===== src/rtl/e1_tx_bd_mgr.sv =====
// E1 TX buffer-descriptor manager and per-channel CSR block.
// Each channel has its own BD-in/BD-out FIFOs, underflow counter, repeat
// replay register and IRQ enables; the top decodes the bus and merges IRQs.

module e1_tx_bd_ch #(
  parameter int MFW   = 7,
  parameter int DEPTH = 4,
  parameter int UCW   = 8
) (
  input  logic           clk,
  input  logic           rst,
  input  logic           sel,
  input  logic [1:0]     reg_addr,
  input  logic           we,
  input  logic [15:0]    wdata,
  input  logic           clr,
  output logic [15:0]    rdata,
  output logic [MFW-1:0] bd_mf,
  output logic [1:0]     bd_crc_e,
  output logic           bd_valid,
  input  logic           bd_done,
  input  logic           bd_miss,
  input  logic [1:0]     crc_e_auto,
  output logic           ctrl_rst,
  output logic [1:0]     ctrl_mode,
  output logic           ctrl_time_src,
  output logic           ctrl_alarm,
  output logic           ctrl_loopback,
  output logic           irq_req
);
  localparam int AW   = $clog2(DEPTH);
  localparam int CNTW = AW + 1;
  localparam int EW   = MFW + 2;

  logic [6:0]     cfg;
  logic           en_done, en_und, und_flag, bti_ovr, bto_ovf, last_vld;
  logic [UCW-1:0] und_cnt;
  logic [MFW-1:0] last_mf;
  logic [1:0]     last_crc;

  logic [EW-1:0]  bti_mem [DEPTH];
  logic [AW-1:0]  bti_wp, bti_rp;
  logic [CNTW-1:0] bti_cnt;
  logic [MFW-1:0] bto_mem [DEPTH];
  logic [AW-1:0]  bto_wp, bto_rp;
  logic [CNTW-1:0] bto_cnt;

  logic wr_q, push_q, ovr_q, pop_q;
  logic [1:0]  reg_q;
  logic [15:0] wdata_q;

  logic bti_full, bti_empty, bto_full, bto_empty, bti_full_acc, bto_avail_acc;
  logic wr_csr, wr_r2, bti_push, bti_pop, bto_push, bto_pop, ovr_set, ovf_set;
  logic flush, rep, use_last, und_inc;
  logic [EW-1:0] head;
  logic unused_wdata;

  assign bti_full  = (bti_cnt == CNTW'(DEPTH));
  assign bti_empty = (bti_cnt == '0);
  assign bto_full  = (bto_cnt == CNTW'(DEPTH));
  assign bto_empty = (bto_cnt == '0);
  // A strobe still pending from the previous access counts toward the
  // access-cycle decision so back-to-back accesses cannot overfill/overpop.
  assign bti_full_acc  = bti_full | (push_q & (bti_cnt == CNTW'(DEPTH - 1)));
  assign bto_avail_acc = ~bto_empty & ~(pop_q & (bto_cnt == CNTW'(1)));

  assign wr_csr   = wr_q & ~clr & (reg_q == 2'd0);
  assign wr_r2    = wr_q & ~clr & (reg_q == 2'd2);
  assign bti_push = push_q & ~clr;
  assign ovr_set  = ovr_q & ~clr;
  assign bto_pop  = pop_q & ~clr;
  assign flush    = wr_csr & ~wdata_q[0];

  assign rep      = cfg[6];
  assign head     = bti_mem[bti_rp];
  assign use_last = rep & bti_empty;
  assign bti_pop  = bd_done & ~bti_empty;
  assign bto_push = bti_pop & ~bto_full;
  assign ovf_set  = bti_pop & bto_full;
  assign und_inc  = bd_miss | (bd_done & rep & bti_empty & last_vld);
  assign unused_wdata = ^{wdata_q[11:10], wdata_q[7]};

  assign bd_valid      = ~bti_empty | (rep & last_vld);
  assign bd_mf         = use_last ? last_mf : head[MFW-1:0];
  assign bd_crc_e      = (cfg[2:1] == 2'b11) ? crc_e_auto : (use_last ? last_crc : head[MFW +: 2]);
  assign ctrl_mode     = cfg[2:1];
  assign ctrl_time_src = cfg[3];
  assign ctrl_alarm    = cfg[4];
  assign ctrl_loopback = cfg[5];
  assign irq_req       = (en_done & ~bto_empty) | (en_und & und_flag);

  // Register bus accesses into next-cycle strobes; FIFO checks use access-cycle state.
  always_ff @(posedge clk) begin
    if (rst) begin
      wr_q <= 1'b0; push_q <= 1'b0; ovr_q <= 1'b0; pop_q <= 1'b0;
      reg_q <= '0; wdata_q <= '0;
    end else begin
      wr_q    <= sel & we;
      reg_q   <= reg_addr;
      wdata_q <= wdata;
      push_q  <= sel & we & (reg_addr == 2'd1) & ~bti_full_acc;
      ovr_q   <= sel & we & (reg_addr == 2'd1) & bti_full_acc;
      pop_q   <= sel & ~we & (reg_addr == 2'd1) & bto_avail_acc;
    end
  end

  // FIFO storage (data only, no reset needed).
  always_ff @(posedge clk) begin
    if (bti_push) bti_mem[bti_wp] <= {wdata_q[14:13], wdata_q[MFW-1:0]};
    if (bto_push) bto_mem[bto_wp] <= head[MFW-1:0];
  end

  // FIFO pointers and counts; a disabling CSR write flushes both.
  always_ff @(posedge clk) begin
    if (rst || flush) begin
      bti_wp <= '0; bti_rp <= '0; bti_cnt <= '0;
      bto_wp <= '0; bto_rp <= '0; bto_cnt <= '0;
    end else begin
      if (bti_push) bti_wp <= bti_wp + AW'(1);
      if (bti_pop)  bti_rp <= bti_rp + AW'(1);
      bti_cnt <= bti_cnt + CNTW'(bti_push) - CNTW'(bti_pop);
      if (bto_push) bto_wp <= bto_wp + AW'(1);
      if (bto_pop)  bto_rp <= bto_rp + AW'(1);
      bto_cnt <= bto_cnt + CNTW'(bto_push) - CNTW'(bto_pop);
    end
  end

  // Last-consumed BD, replayed when the BD-in FIFO runs dry in repeat mode.
  always_ff @(posedge clk) begin
    if (rst) begin
      last_vld <= 1'b0; last_mf <= '0; last_crc <= '0;
    end else if (flush) begin
      last_vld <= 1'b0;
    end else if (bti_pop) begin
      last_vld <= 1'b1;
      last_mf  <= head[MFW-1:0];
      last_crc <= head[MFW +: 2];
    end
  end

  // Config, IRQ enables, sticky flags (set beats clear), underflow counter (clear beats inc).
  always_ff @(posedge clk) begin
    if (rst) begin
      cfg <= '0; en_done <= 1'b1; en_und <= 1'b1;
      und_flag <= 1'b0; bti_ovr <= 1'b0; bto_ovf <= 1'b0;
      und_cnt <= '0; ctrl_rst <= 1'b1;
    end else begin
      if (wr_csr) cfg <= wdata_q[6:0];
      if (wr_r2) begin
        en_done <= wdata_q[9];
        en_und  <= wdata_q[8];
      end
      und_flag <= und_inc | (und_flag & ~(wr_csr & wdata_q[12]));
      bti_ovr  <= ovr_set | (bti_ovr & ~(wr_csr & wdata_q[13]));
      bto_ovf  <= ovf_set | (bto_ovf & ~(wr_csr & wdata_q[14]));
      if (wr_r2 && wdata_q[15])           und_cnt <= '0;
      else if (und_inc && und_cnt != '1)  und_cnt <= und_cnt + UCW'(1);
      ctrl_rst <= ~cfg[0];
    end
  end

  // Combinational register readback.
  always_comb begin
    rdata = '0;
    case (reg_addr)
      2'd0: rdata = {1'b0, bto_ovf, bti_ovr, und_flag, bto_full, bto_empty,
                     bti_full, bti_empty, 1'b0, cfg};
      2'd1: begin
        rdata[15] = ~bto_empty;
        if (!bto_empty) rdata[MFW-1:0] = bto_mem[bto_rp];
      end
      2'd2: begin
        rdata[9:8]     = {en_done, en_und};
        rdata[UCW-1:0] = und_cnt;
      end
      default: rdata = '0;
    endcase
  end
endmodule

module e1_tx_bd_mgr #(
  parameter int NCH   = 1,
  parameter int MFW   = 7,
  parameter int DEPTH = 4,
  parameter int UCW   = 8,
  localparam int CW   = (NCH > 1) ? $clog2(NCH) : 1
) (
  input  logic               clk,
  input  logic               rst,
  input  logic               bus_addr_sel,
  input  logic [CW+1:0]      bus_addr,
  input  logic [15:0]        bus_wdata,
  output logic [15:0]        bus_rdata,
  input  logic               bus_clr,
  input  logic               bus_we,
  output logic [NCH*MFW-1:0] bd_mf,
  output logic [NCH*2-1:0]   bd_crc_e,
  output logic [NCH-1:0]     bd_valid,
  input  logic [NCH-1:0]     bd_done,
  input  logic [NCH-1:0]     bd_miss,
  input  logic [NCH*2-1:0]   crc_e_auto,
  output logic [NCH-1:0]     crc_e_ack,
  output logic [NCH-1:0]     ctrl_rst,
  output logic [NCH*2-1:0]   ctrl_mode,
  output logic [NCH-1:0]     ctrl_time_src,
  output logic [NCH-1:0]     ctrl_alarm,
  output logic [NCH-1:0]     ctrl_loopback,
  output logic               irq
);
  logic [NCH-1:0]       ch_sel, irq_req;
  logic [NCH-1:0][15:0] ch_rd;

  assign crc_e_ack = bd_done;

  for (genvar i = 0; i < NCH; i++) begin : g_ch
    assign ch_sel[i] = bus_addr_sel & (bus_addr[CW+1:2] == CW'(i));
    e1_tx_bd_ch #(.MFW(MFW), .DEPTH(DEPTH), .UCW(UCW)) u_ch (
      .clk(clk), .rst(rst), .sel(ch_sel[i]), .reg_addr(bus_addr[1:0]),
      .we(bus_we), .wdata(bus_wdata), .clr(bus_clr), .rdata(ch_rd[i]),
      .bd_mf(bd_mf[i*MFW +: MFW]), .bd_crc_e(bd_crc_e[i*2 +: 2]),
      .bd_valid(bd_valid[i]), .bd_done(bd_done[i]), .bd_miss(bd_miss[i]),
      .crc_e_auto(crc_e_auto[i*2 +: 2]), .ctrl_rst(ctrl_rst[i]),
      .ctrl_mode(ctrl_mode[i*2 +: 2]), .ctrl_time_src(ctrl_time_src[i]),
      .ctrl_alarm(ctrl_alarm[i]), .ctrl_loopback(ctrl_loopback[i]),
      .irq_req(irq_req[i])
    );
  end

  // Read mux: only the selected, existing channel drives the bus.
  always_comb begin
    bus_rdata = '0;
    for (int i = 0; i < NCH; i++)
      if (ch_sel[i]) bus_rdata = bus_rdata | ch_rd[i];
  end

  // Registered interrupt, one cycle behind the per-channel sources.
  always_ff @(posedge clk) begin
    if (rst) irq <= 1'b0;
    else     irq <= |irq_req;
  end
endmodule


===== config.mk =====
export PLATFORM = sky130hd
export DESIGN_NAME = e1_tx_bd_mgr
export DESIGN_NICKNAME = d
export VERILOG_FILES = /design/src/rtl/e1_tx_bd_mgr.sv
export SDC_FILE = /design/constraint.sdc
export NUM_CORES = 1
export LEC_CHECK = 0
export ABC_AREA = 1
export BUFFER_PORTS_ARGS = -buffer_cell sky130_fd_sc_hd__buf_2
export CAP_MARGIN = 20
export CELL_PAD_IN_SITES_DETAIL_PLACEMENT = 0
export CELL_PAD_IN_SITES_GLOBAL_PLACEMENT = 2
export CORE_ASPECT_RATIO = 1.4
export CORE_UTILIZATION = 30
export CTS_BUF_LIST = sky130_fd_sc_hd__clkbuf_2
export CTS_CLUSTER_DIAMETER = 80
export DETAILED_ROUTE_END_ITERATION = 6
export GPL_TIMING_DRIVEN = 0
export PLACE_DENSITY = 0.69
export SETUP_SLACK_MARGIN = 0.05
export SLEW_MARGIN = 20
export SYNTH_ARGS = -nofsm -noshare
export SYNTH_HDL_FRONTEND = slang
export SYNTH_HIERARCHICAL = 1
export SYNTH_SLANG_ARGS = --single-unit

===== constraint.sdc =====
create_clock -name clk -period 5 [get_ports clk]
set_clock_uncertainty 0.2 [all_clocks]
set_input_delay 0.5 -clock clk [delete_from_list [all_inputs] [get_ports clk]]
set_output_delay 0.5 -clock clk [all_outputs]
set_load 0.02 [all_outputs]

# Word level (Yosys, flattened, before mapping)
# Memory sizes are Yosys's and may differ from the RTL's. A register that Yosys moved wholly into a read port is not among the register bits.
# Index checks and enable logic that the tools add are counted.
# word_totals
out_inout_bits	34
n_memories	2
ram_bits	64
in_bits	28
register_bits	68
# mem_list
memory	words	width	rd	rd_ports_with_merged_regs	wr	line_no	rtl
g_ch[0].u_ch.bti_mem	4	9	1	1	1	41	logic [EW-1:0] bti_mem [DEPTH];
g_ch[0].u_ch.bto_mem	4	7	1	1	1	44	logic [MFW-1:0] bto_mem [DEPTH];
# op_classes
bitwise	55
n_eq_ne	9
add_sub_neg	9
muxes	17
reduce_logical	10
# op_table
op	n
$and 1x1->1	34
$pmux 7 s3	1
$mux 16	1
$mux 7	2
$not 1->1	14
$mux 2	6
$add 2x1->2 const B	4
$add 8x1->8 const B	1
$ne 8x8->1 const B	1
$or 1x1->1	7
$add 3x1->3	2
$eq 2x2->1 const B	3
$eq 3x3->1 const B	2
$logic_not 3->1	2
$pmux 3 s2	1
$sub 3x1->3	2
$mux 1	5
$mux 5	1
$logic_not 2->1	2
$reduce_or 2->1	2
$eq 3x1->1 const B	1
$eq 3x2->1 const B	1
$eq 2x1->1 const B	1
$logic_and 1x1->1	2
2 further kinds	2

# Logic depth before layout (Yosys ltp)
# depth
word_depth	7
mapped_depth	12

# Hierarchy
# Netlist, hierarchy kept.
# by_module_without_submodules
module	seq_area_each_um2	cells_each	instances	area_per_inst_um2
e1_tx_bd_ch	3283.1	607	1	5641.7
e1_tx_bd_mgr	20.0	40	1	212.7

# Least setup slack after synthesis
# No wires, ideal clock.
# synth_timing
path_type	input -> register
startpoint	input port bd_done
endpoint	register g_ch[0].u_ch.bto_cnt[2]
path_slack_ns	2.730
setup_ns	0.114
required_ns	4.686
n_path_buf	0
path_stages	10
t_arrival_ns	1.956
path_cell_list	inv_1 nor2_8 nand2_1 ha_1 inv_1 ha_1 inv_1 fa_1 xor2_1 nor2_1
# synth_via
elab_chain_cells	4
# synth_rtl
element	line_no	rtl
start: declaration	199	input logic [NCH-1:0] bd_done,
$and 1x1->1	77	assign bti_pop = bd_done & ~bti_empty;
via g_ch[0].u_ch.bti_pop	53	logic wr_csr, wr_r2, bti_push, bti_pop, bto_push, bto_pop, ovr_set, ovf_set;
$and 1x1->1	78	assign bto_push = bti_pop & ~bto_full;
$add 3x1->3	124	bto_cnt <= bto_cnt + CNTW'(bto_push) - CNTW'(bto_pop);
$sub 3x1->3	124	
end signal: assignment	124	
end: declaration	46	logic [CNTW-1:0] bto_cnt;
# The timed path passes the listed nets, and every way through them passes these cells.
# A chain may end at the register's enable or synchronous reset.

==> results.toml <==
[outcome]
status = "finished, final reports clean"

[min_path]
hold_depth = 5
hp-class = "in2reg"

[drt]
wirelength_mm = 14.6
drtIter0Drc = 206
drt-vias-per-instance = 4.44
wl_per_cell_microns = 14.5
vias = 4467
ant_nets = 0
drtPass1Iterations = 6
drc = 0

[critical_path]
cp-end-kind = "output port"
slowest_delay_ns = 0.53
critPathKind = "in2out"
crit_fanout = 9
cp_data_required_time_ns = 4.30
reg2regPathDepth = 12
crit_chain = "dlygate4sd3_1 > buf_2 > nor2_1 > clkinv_1 > o221ai_1 > inv_1 > nor2_1 > buf_2"
crit_slowest_cell = "dlygate4sd3_1"
startpoint_type = "primary input"
cp_data_arrival_time_ns = 2.78

[layout]
syn_to_final_growth_pct = 17.7
fin_nets = 787
fin_area_sq_um = 6890
drive_gt1_share_pct = 17.4
fillers = 2000

[pwr]
leakage_uw = 0.00283
power_density_nw_per_um2 = 389
vdd_drop_max_uv = 193

[die]
dieWidth_microns = 120
die_h_microns = 167
die_area_sq_um = 20100
rows = 60
start_util_pct = 30.6
io_pins = 62
coreArea_sq_um = 19100

[cts]
cts_buffer_depth = 2
cts-root-buf = "clkbuf_2"
cts_tree = "done"
cts_made_buffers = 17
clk_latency_ns = 0.71
ctsResizeCount = 0
clock_sinks = 133
htree_num_levels = 4
path_clk_slew_ns = 0.21

[sta]
hold_viol_final = 0
hold_slack_ns = 0.101
period_share_pct = 69.6
fin_tns_setup_ns = 0
max_freq_mhz = 288
slew_viol_final = 0
rsz0062_at_grt = "false"
setup_viol_count_final = 0
worst_pin_slew_ns = 0.950
fin_crit_ns = 3.48
slew-limit-headroom_pct = 36.5

[yosys]
yosys_warnings = 6
synth_area_leaders = "edfxtp_1, dfxtp_1, nor2_1"
synth_top_area_share_pct = 32.8
yosysTopAreaCell = "edfxtp_1"
syn_nets = 690
synth_area_per_cell_sq_um = 9.05
synth_area_sq_um = 5850
ys_seq_area_share_pct = 56.4
synth_cells = 647
synth-seq-cells = 133
ys_types = 37

[job]
drv_cap = 0

[placed_design]
dpl_cell_area_sq_um = 6450
dpl.hpwl_mm = 10.9
io_buffer_count = 58
gp_congestion = 0.737

[grt]
grt_overflow = 0
grt_usage_pct = 15.4
grt_pass1_vias = 4369
grt_max_degree = 17
antenna_found_initial = 1
grt_pass1_wl_mm = 23.1
-- state kept, by name, indices dropped and copies added, names as in the netlist, 2 cells and up, named ones only --
signal and cells:
g_ch.u_ch/bti_cnt 3, g_ch.u_ch/bti_rp 2, g_ch.u_ch/und_cnt 8, g_ch.u_ch/cfg 7, g_ch.u_ch/bti_mem 36, g_ch.u_ch/bto_mem 28, g_ch.u_ch/wdata_q 13, g_ch.u_ch/bto_rp 2
g_ch.u_ch/last_mf 7, g_ch.u_ch/bti_wp 2, g_ch.u_ch/bto_wp 2, g_ch.u_ch/reg_q 2, g_ch.u_ch/bto_cnt 3, g_ch.u_ch/last_crc 2
-- placed cells by master (no fill, tap or decap), types with 3 or more instances in the layout --
cell type and count:
xor2_1 7, o21ai_0 45, inv_1 94, buf_2 59
a21oi_1 17, clkinvlp_4 5, buf_6 7, edfxtp_1 64
buf_4 6, inv_6 5, clkbuf_1 4, o21ai_1 8
nor3b_1 4, o22ai_1 8, nand3_1 20, nor2_1 132
nand2_1 104, nor2_2 10, dlygate4sd3_1 20, o211ai_1 5
clkbuf_2 17, o22ai_2 3, nand2_4 3, dfxtp_1 69
ha_1 13
-- cells by family (layout without fill, tap and decap cells) --
logic type	count (synthesis)	after routing	synth area share [%]
compound gates	93	93	9.55
xor+xnor	7	7	1.05
fa+ha+maj	15	15	3.46
buf+inv	116	226	8.83
flops	133	133	56.4
other cells	0	1	0
simple gates	283	283	20.7
-- critical path, delay by kind of cell --
kind / cells / cell delay (ns)
buffers and inverters: 5 / 1.38
AO/OA/AOI/OAI: 1 / 0.32
AND/OR/NAND/NOR: 2 / 0.57
-- timing repair --
item	4_1_cts	5_1_grt
hold buffers	20	0
buffers inserted	0	0
endpoints found under the hold margin	23	0
-- synth_stat cells, drive strengths merged --
| cell type | number |
|---|---|
| inv | 97 |
| o21bai | 1 |
| nor3b | 4 |
| nor4 | 1 |
| nand3 | 20 |
| clkbuf | 4 |
| or2 | 1 |
| o21ai | 55 |
| ha | 13 |
| clkinv | 1 |
| nand4 | 1 |
| a22oi | 1 |
| buf | 14 |
| nand2 | 109 |
| fa | 2 |
| o211ai | 5 |
| edfxtp | 64 |
| o21a | 1 |
| nor2 | 145 |
| nor3 | 2 |
| xor2 | 7 |
| dfxtp | 69 |
| o22ai | 11 |
| o221ai | 2 |
| a21oi | 17 |
-- layer usage --
layer	vias to the layer above	global-route usage (%)	routed length, microns
met3	24	3.03	317
li1	2275	-	-
met4	0	5.82	239
met5	-	0	0
met2	58	28.9	8030
met1	2110	16.7	6030
-- per-stage QoR --
step	utilization, %	total power (uW)	std cells	worst slack, ns
2_1_floorplan	-	1850	647	2.73
4_1_cts	36.0	2730	1005	1.48
3_5_place_dp	33.7	2070	953	2.04
3_3_place_gp	33.7	2050	953	2.04
5_1_grt	36.0	2860	1006	1.32
6_report	36.0	2680	1006	1.52
-- path summary, 6_finish.rpt --
| check | startpoint | endpoint | slack, ns |
|---|---|---|---|
| max | bus_addr[0] | bus_rdata[0] | 1.52 |
| min | bd_done | g_ch[0].u_ch/bto_wp[1] | 0.10 |
| max reg2reg | g_ch[0].u_ch/bti_cnt[1] | g_ch[0].u_ch/bto_cnt[2] | 2.46 |
| min reg2reg | g_ch[0].u_ch/cfg[0] | g_ch[0].u_ch/ctrl_rst | 0.23 |
-- final cells by class --
class	count	area, sq um	area share (%)
well taps	248	310	4.50
repair buffers	78	490	7.12
multi-input cells	398	2030	29.5
inverters	98	373	5.41
clock buffers	17	85.1	1.24
flip-flops and latches	133	3300	47.9
plain buffers	18	144	2.09
clock inverters	15	146	2.12
diodes	1	2.50	0.0363
-- where the power goes --
group / internal (uW) / total (uW) / switching [uW]
clock network: 192 / 636 / 444
registers: 1270 / 1320 / 54.4
logic: 240 / 722 / 482
total: 1700 / 2680 / 980
Power figures use the tool's default switching activity.
